`src/rtl/move_arbiter_pkg.sv`:
```
// Shared op codes and FSM state encoding for the move arbiter and its
// pending-request tracker.
package move_arbiter_pkg;

    typedef logic [1:0] op_t;

    localparam op_t OP_GRAV  = 2'b00;
    localparam op_t OP_ROT   = 2'b01;
    localparam op_t OP_LEFT  = 2'b10;
    localparam op_t OP_RIGHT = 2'b11;

    typedef enum logic [2:0] {
        IDLE,
        REQ,
        WAIT,
        COMMIT,
        LOCK
    } state_t;

endpackage

```
`src/rtl/move_arbiter_if.sv`:
```
// Handshake bundle between the move arbiter and the shared collision checker.
interface move_arbiter_if;
    import move_arbiter_pkg::*;

    logic chk_valid;
    op_t  chk_op;
    logic chk_ready;
    logic chk_done;
    logic chk_ok;

    modport master (
        output chk_valid,
        output chk_op,
        input  chk_ready,
        input  chk_done,
        input  chk_ok
    );

    modport slave (
        input  chk_valid,
        input  chk_op,
        output chk_ready,
        output chk_done,
        output chk_ok
    );

endinterface

```
`src/rtl/move_pending.sv`:
```
// Pending move/gravity flags with merge detection and the fixed-priority plus
// left/right round-robin winner selection.
module move_pending
    import move_arbiter_pkg::*;
(
    input  logic       clk,
    input  logic       resetn,
    input  logic       enable,
    input  logic       tick_gravity,
    input  logic       rot_final,
    input  logic       left_final,
    input  logic       right_final,
    input  logic       grant,
    output logic       any_pend,
    output op_t        win_op,
    output logic [2:0] merge_n
);

    logic p_grav, p_rot, p_left, p_right;
    logic rr_right;
    logic e_grav, e_rot, e_left, e_right;
    logic g_grav, g_rot, g_left, g_right;
    logic m_grav, m_rot, m_left, m_right;

    // A pulse in the same cycle as its grant survives only if it is not the one being granted.
    function automatic logic next_flag(input logic flag, input logic pulse, input logic gnt);
        return gnt ? (flag & pulse) : (flag | pulse);
    endfunction

    always_comb begin
        e_grav   = enable & (p_grav  | tick_gravity);
        e_rot    = enable & (p_rot   | rot_final);
        e_left   = enable & (p_left  | left_final);
        e_right  = enable & (p_right | right_final);
        any_pend = e_grav | e_rot | e_left | e_right;
        if (e_grav)
            win_op = OP_GRAV;
        else if (e_rot)
            win_op = OP_ROT;
        else if (e_left && (!e_right || rr_right))
            win_op = OP_LEFT;
        else
            win_op = OP_RIGHT;
    end

    assign g_grav  = grant && (win_op == OP_GRAV);
    assign g_rot   = grant && (win_op == OP_ROT);
    assign g_left  = grant && (win_op == OP_LEFT);
    assign g_right = grant && (win_op == OP_RIGHT);

    assign m_grav  = enable & tick_gravity & p_grav  & ~g_grav;
    assign m_rot   = enable & rot_final    & p_rot   & ~g_rot;
    assign m_left  = enable & left_final   & p_left  & ~g_left;
    assign m_right = enable & right_final  & p_right & ~g_right;
    assign merge_n = 3'(m_grav) + 3'(m_rot) + 3'(m_left) + 3'(m_right);

    always_ff @(posedge clk or negedge resetn) begin
        if (!resetn) begin
            p_grav   <= 1'b0;
            p_rot    <= 1'b0;
            p_left   <= 1'b0;
            p_right  <= 1'b0;
            rr_right <= 1'b1;
        end else if (!enable) begin
            p_grav   <= 1'b0;
            p_rot    <= 1'b0;
            p_left   <= 1'b0;
            p_right  <= 1'b0;
        end else begin
            p_grav  <= next_flag(p_grav,  tick_gravity, g_grav);
            p_rot   <= next_flag(p_rot,   rot_final,    g_rot);
            p_left  <= next_flag(p_left,  left_final,   g_left);
            p_right <= next_flag(p_right, right_final,  g_right);
            if (g_left)
                rr_right <= 1'b0;
            else if (g_right)
                rr_right <= 1'b1;
        end
    end

endmodule

```
`src/rtl/move_arbiter.sv`:
```
// Serialises pending moves and gravity ticks onto the single collision-check
// handshake and turns each result into a one-cycle commit or lock pulse.
module move_arbiter
    import move_arbiter_pkg::*;
#(
    parameter int TIMEOUT = 64,
    parameter int CNT_W   = 8
) (
    input  logic             CLOCK_50,
    input  logic             resetn,
    input  logic             enable,
    input  logic             left_final,
    input  logic             right_final,
    input  logic             rot_final,
    input  logic             tick_gravity,
    move_arbiter_if.master   chk,
    output logic             commit,
    output op_t              commit_op,
    output logic             lock,
    output logic             busy,
    output logic             timeout_err,
    output logic [CNT_W-1:0] drop_cnt
);

    localparam int WCNT_W = (TIMEOUT > 1) ? $clog2(TIMEOUT) : 1;

    state_t            state;
    logic [WCNT_W-1:0] wcnt;
    logic              grant;
    logic              any_pend;
    logic              to_hit;
    op_t               win_op;
    logic [2:0]        merge_n;
    logic [3:0]        drop_inc;

    function automatic logic [CNT_W-1:0] sat_add(input logic [CNT_W-1:0] a, input logic [3:0] b);
        logic [CNT_W:0] s;
        s = {1'b0, a} + (CNT_W+1)'(b);
        return s[CNT_W] ? {CNT_W{1'b1}} : s[CNT_W-1:0];
    endfunction

    move_pending u_pending (
        .clk          (CLOCK_50),
        .resetn       (resetn),
        .enable       (enable),
        .tick_gravity (tick_gravity),
        .rot_final    (rot_final),
        .left_final   (left_final),
        .right_final  (right_final),
        .grant        (grant),
        .any_pend     (any_pend),
        .win_op       (win_op),
        .merge_n      (merge_n)
    );

    assign grant    = (state == IDLE) && enable && any_pend;
    assign to_hit   = (state == WAIT) && !chk.chk_done && (wcnt == WCNT_W'(TIMEOUT - 1));
    assign drop_inc = {1'b0, merge_n} + {3'b000, to_hit};

    // chk_op doubles as the latched op for the whole transaction.
    always_ff @(posedge CLOCK_50 or negedge resetn) begin
        if (!resetn) begin
            state         <= IDLE;
            chk.chk_valid <= 1'b0;
            chk.chk_op    <= OP_GRAV;
            commit        <= 1'b0;
            commit_op     <= OP_GRAV;
            lock          <= 1'b0;
            busy          <= 1'b0;
            timeout_err   <= 1'b0;
            wcnt          <= '0;
        end else begin
            commit <= 1'b0;
            lock   <= 1'b0;
            case (state)
                IDLE: begin
                    if (grant) begin
                        state         <= REQ;
                        chk.chk_valid <= 1'b1;
                        chk.chk_op    <= win_op;
                        busy          <= 1'b1;
                    end
                end
                REQ: begin
                    if (!enable) begin
                        state         <= IDLE;
                        chk.chk_valid <= 1'b0;
                        busy          <= 1'b0;
                    end else if (chk.chk_ready) begin
                        state         <= WAIT;
                        chk.chk_valid <= 1'b0;
                        wcnt          <= '0;
                    end
                end
                WAIT: begin
                    if (chk.chk_done) begin
                        if (chk.chk_ok) begin
                            state     <= COMMIT;
                            commit    <= 1'b1;
                            commit_op <= chk.chk_op;
                        end else if (chk.chk_op == OP_GRAV) begin
                            state <= LOCK;
                            lock  <= 1'b1;
                        end else begin
                            state <= IDLE;
                            busy  <= 1'b0;
                        end
                    end else if (to_hit) begin
                        state       <= IDLE;
                        busy        <= 1'b0;
                        timeout_err <= 1'b1;
                    end else begin
                        wcnt <= wcnt + WCNT_W'(1);
                    end
                end
                COMMIT, LOCK: begin
                    state <= IDLE;
                    busy  <= 1'b0;
                end
                default: begin
                    state         <= IDLE;
                    busy          <= 1'b0;
                    chk.chk_valid <= 1'b0;
                end
            endcase
        end
    end

    always_ff @(posedge CLOCK_50 or negedge resetn) begin
        if (!resetn)
            drop_cnt <= '0;
        else
            drop_cnt <= sat_add(drop_cnt, drop_inc);
    end

endmodule

```
`src/flat_wrapper.sv`:
```
// flat-port wrapper written by rule: the top's interface ports become plain ports
module move_arbiter_flat import move_arbiter_pkg::*;
#(
    parameter int TIMEOUT = 64,
    parameter int CNT_W   = 8
)
  (CLOCK_50, resetn, enable, left_final, right_final, rot_final, tick_gravity, commit, commit_op, lock, busy, timeout_err, drop_cnt, chk_chk_valid, chk_chk_op, chk_chk_ready, chk_chk_done, chk_chk_ok);
  move_arbiter_if chk_i ();
  input  logic CLOCK_50;
  input  logic resetn;
  input  logic enable;
  input  logic left_final;
  input  logic right_final;
  input  logic rot_final;
  input  logic tick_gravity;
  output logic commit;
  output op_t commit_op;
  output logic lock;
  output logic busy;
  output logic timeout_err;
  output logic [CNT_W-1:0] drop_cnt;
  output wire logic [$bits(chk_i.chk_valid)-1:0] chk_chk_valid;
  output wire logic [$bits(chk_i.chk_op)-1:0] chk_chk_op;
  input wire logic [$bits(chk_i.chk_ready)-1:0] chk_chk_ready;
  input wire logic [$bits(chk_i.chk_done)-1:0] chk_chk_done;
  input wire logic [$bits(chk_i.chk_ok)-1:0] chk_chk_ok;
  assign chk_chk_valid = chk_i.chk_valid;
  assign chk_chk_op = chk_i.chk_op;
  assign chk_i.chk_ready = chk_chk_ready;
  assign chk_i.chk_done = chk_chk_done;
  assign chk_i.chk_ok = chk_chk_ok;
  move_arbiter #(.TIMEOUT(TIMEOUT), .CNT_W(CNT_W)) u_core (.CLOCK_50(CLOCK_50), .resetn(resetn), .enable(enable), .left_final(left_final), .right_final(right_final), .rot_final(rot_final), .tick_gravity(tick_gravity), .chk(chk_i), .commit(commit), .commit_op(commit_op), .lock(lock), .busy(busy), .timeout_err(timeout_err), .drop_cnt(drop_cnt));
endmodule
```
`config.mk`:
```
export PLATFORM = sky130hd
export DESIGN_NAME = move_arbiter_flat
export DESIGN_NICKNAME = d
export VERILOG_FILES = /design/src/rtl/move_arbiter_pkg.sv /design/src/rtl/move_arbiter_if.sv /design/src/rtl/move_pending.sv /design/src/rtl/move_arbiter.sv /design/src/flat_wrapper.sv
export SDC_FILE = /design/constraint.sdc
export NUM_CORES = 1
export LEC_CHECK = 0
export BUFFER_PORTS_ARGS = -buffer_cell sky130_fd_sc_hd__buf_2
export CELL_PAD_IN_SITES_DETAIL_PLACEMENT = 1
export CELL_PAD_IN_SITES_GLOBAL_PLACEMENT = 2
export CORE_MARGIN = 2
export CORE_UTILIZATION = 35
export DETAILED_ROUTE_END_ITERATION = 8
export MAX_ROUTING_LAYER = met4
export PLACE_DENSITY = 0.86
export SLEW_MARGIN = 20
export SYNTH_ARGS = -nofsm -noshare
export SYNTH_HDL_FRONTEND = slang
export SYNTH_SLANG_ARGS = --single-unit
```
`constraint.sdc`:
```
create_clock -name CLOCK_50 -period 4.8 [get_ports CLOCK_50]
set_input_delay 0.24 -clock CLOCK_50 [delete_from_list [all_inputs] [get_ports CLOCK_50]]
set_output_delay 0.24 -clock CLOCK_50 [all_outputs]
set_load 0.01 [all_outputs]
```
==> metrics.md <==
| Metric | Value |
|---|---|
| GRT overflow | `0` |
| Clk sinks | `31` |
| Worst-skew pair later-pin latency | `0.28 ns` |
| Slowest Stage Delay on Critical Path | `0.51 ns` |
| Failing checks | `negative hold slack` |
| Syn avg cell area | `10.3 um2` |
| Initial DRC Count | `62` |
| Routed length per placed instance | `15.9 um` |
| Setup Fix Bufs, Post-CTS | `0` |
| Setup tns final | `0 ns` |
| Max IR drop VDD | `0.212 mV` |
| DIE AREA | `0.00529 mm2` |
| Crit end category | `flip-flop` |
| Synth Flop Type | `dfrtp_1` |
| Final-report hold violation count | `1` |
| CP Data Required Time | `4.96 ns` |
| Largest cells by area after synthesis | `dfrtp_1 (45%), ha_1 (3.8%), fa_1 (3.6%), nor2_1 (3.4%), nand2_1 (3.2%)` |
| RePlAce Congestion | `0.797` |
| # hold bufs at CTS | `0` |
| Number of synthesized flops with an enable pin | `0` |
| Critical path, cell by cell | `nor4_1, nand4_1, o2111ai_1, fa_1, inv_1, fa_1, ha_1, fa_1, a21o_1, nand2_1, xor2_1, nand2_1` |
| FFs w/ async S/R, synth | `1.00` |
| Antenna violations before repair | `0` |
| Mapped Nets | `179` |
| Cell mode on critical path | `fa_1` |
| Util after Layout | `0.419` |
| N_diodes | `0` |
| Crit path DAT | `3.90 ns` |
| Fin crit share | `0.780` |
| Largest fanout on the critical path | `5` |
| Non-Filler Instances | `247` |
| Crit start category | `flip-flop` |
| Fraction of layout instances using a drive strength above 1 | `0.228` |
| Final Hold Slack | `-0.000609 ns` |
| Largest area contributor in the synthesized netlist | `dfrtp_1` |
| DP HPWL | `2.96 mm` |
| Antenna viol nets, final | `0` |
| PwrDens | `509 mW/mm2` |
| Row Count | `25` |
| Vias | `1344` |
| Clock skew | `0.00812 ns` |
| Post-Syn Area | `0.00165 mm2` |
| First-pass GRT wire length | `6.62 mm` |
| Final Power | `989 uW` |
| H-tree depth | `2` |
| TritonRoute pass-1 iters | `4` |
| Number of placed instances, taps included | `239` |
| Root buffer cell | `clkbuf_8` |
| Slew Viols, Final | `0` |
| Pin count of the biggest net entering global routing | `32` |
| Register area share after synthesis | `0.470` |
| Area delta synth->final | `17.5%` |
| Tmin final | `3.74 ns` |
| Synth Register Bits | `31` |
| TritonCTS Buffers | `5` |
| Yosys top cell area share | `0.454` |
| Unique masters post-synth | `46` |
| Top cells by count, synth | `dfrtp_1 (30), nor2_1 (15), nand2_1 (14)` |
| Num ports | `27` |
| Post-Synthesis Cells | `161` |
| Core box area | `0.00463 mm2` |
| Max frequency | `267 MHz` |
| # setup viols final | `0` |
| Most common cell in the netlist | `dfrtp_1` |
| CTS tree | `yes` |
| RSZ-0062 raised after global routing | `no` |
| HP Class | `in2async` |
| Ys Warns | `0` |
| Worst-path clk slew | `0.07 ns` |
| Final wirelength | `3.94 mm` |
| Initial core utilization | `0.357` |
| Vias per inst | `5.44` |
| Gr usage total | `0.167` |
| P_leak | `0.000952 uW` |
| Setup CP Type | `reg2reg` |
| Chip height | `72.7 um` |
| Maximum root-to-sink buffer count | `2` |
| Max stage delay cell, worst path | `nor4_1` |
| Post_cts resized | `0` |
| MaxCap Viol Count | `0` |
| Vias in the first global route | `1393` |
| DR DRC count | `0` |
| Worst Max-Slew Pin Slew | `0.695 ns` |
| Run status | `complete, but fails checks` |
| PortBufs | `26` |
| Slew margin rel. | `0.537` |
| Final net count | `210` |
| Die width | `72.7 um` |
cells in the final DEF, fill, tap and decap left out, types with 2 or more instances in the layout:
master,count
nor2_1,15
a211o_1,3
a21oi_1,6
or3_4,2
a211oi_1,3
nor4_1,3
and3_1,3
inv_1,6
nand4_1,5
mux2_2,2
nand2_1,14
fa_1,3
buf_2,26
nand3_1,3
o22ai_1,2
a21o_1,2
nand2b_1,5
dfrtp_1,30
o2bb2ai_1,2
o21ai_0,5
nor3b_1,3
ha_1,5
o211ai_1,2
clkbuf_8,7
xnor2_1,4
and2_1,2
nor3_1,8
and4_1,2
or2_2,2
kinds of logic (layout without fill, tap and decap cells):
kind of cell	Yosys count	count (layout)	share of synthesized area
AND/OR/NAND/NOR	71	71	0.232
AO/OA/AOI/OAI	33	33	0.144
buffers and inverters	8	40	0.0212
flip-flops	31	31	0.470
multiplexers	3	3	0.0197
adder cells (fa/ha/maj)	10	10	0.0871
XOR/XNOR	5	5	0.0265
state kept, by name, summed over array words and instances (netlist names), 2 cells and up:
signal,flops
u_core.drop_cnt,8
u_core.wcnt,6
u_core.state,3
u_core.chk.chk_op,2
u_core.commit_op,2
stage by stage:
step | setup slack, ns | area [um2]
4_1_cts | 1.04 | 1940
2_1_floorplan | 1.37 | 1650
3_3_place_gp | 1.21 | 1840
5_1_grt | 0.788 | 1940
3_5_place_dp | 1.08 | 1840
6_report | 1.06 | 1940
final cells by class:
cell class                      instances  area, um2
Clock buffer                            7       96.3
Clock inverter                          1       7.51
Fill cell                             539       2690
Inverter                                6       22.5
Multi-Input combinational cell        122        841
Sequential cell                        31        777
Tap cell                               54       67.6
Timing Repair Buffer                   26        130
final timing paths:
check / from / end / slack [ns] / cells past startpoint
worst max-delay path: u_core.u_pending.p_grav$_DFF_PN0_ / u_core.drop_cnt[4]$_DFF_PN0_ / 1.06 / 12
worst min-delay path: resetn / u_core.commit_op[0]$_DFFE_PN0P_ / -0.0006 / 1
worst max register to register: u_core.u_pending.p_grav$_DFF_PN0_ / u_core.drop_cnt[4]$_DFF_PN0_ / 1.06 / 12
worst min register to register: u_core.timeout_err$_DFFE_PN0P_ / u_core.timeout_err$_DFFE_PN0P_ / 0.48 / 1
max in group asynchronous: resetn / u_core.drop_cnt[2]$_DFF_PN0_ / 4.35 / 1
min in group CLOCK_50: tick_gravity / u_core.chk.chk_op[0]$_DFFE_PN0P_ / 0.20 / 2
routing by layer:
metal | part of all wire | GRT usage | routed length, um
met4 | 0.0097 | 0.0556 | 38
met5 | 0 | - | 0
met3 | 0.028 | 0.0373 | 111
met2 | 0.48 | 0.265 | 1900
met1 | 0.48 | 0.213 | 1880
power by group:
group / switching [uW] / internal (uW)
Combinational: 179 / 157
Sequential: 83.6 / 338
Clock: 101 / 130
Total: 364 / 626
worst max-delay path: cells and delay by family, from the launching register on:
| family | cells | cell delay [ns] |
|---|---|---|
| adder cells (fa/ha/maj) | 4 | 1.53 |
| buffers and inverters | 1 | 0.07 |
| XOR/XNOR | 1 | 0.14 |
| AND/OR/NAND/NOR | 4 | 0.93 |
| AO/OA/AOI/OAI | 2 | 0.51 |
| flip-flops | 1 | 0.43 |
Power figures use the tool's default switching activity.
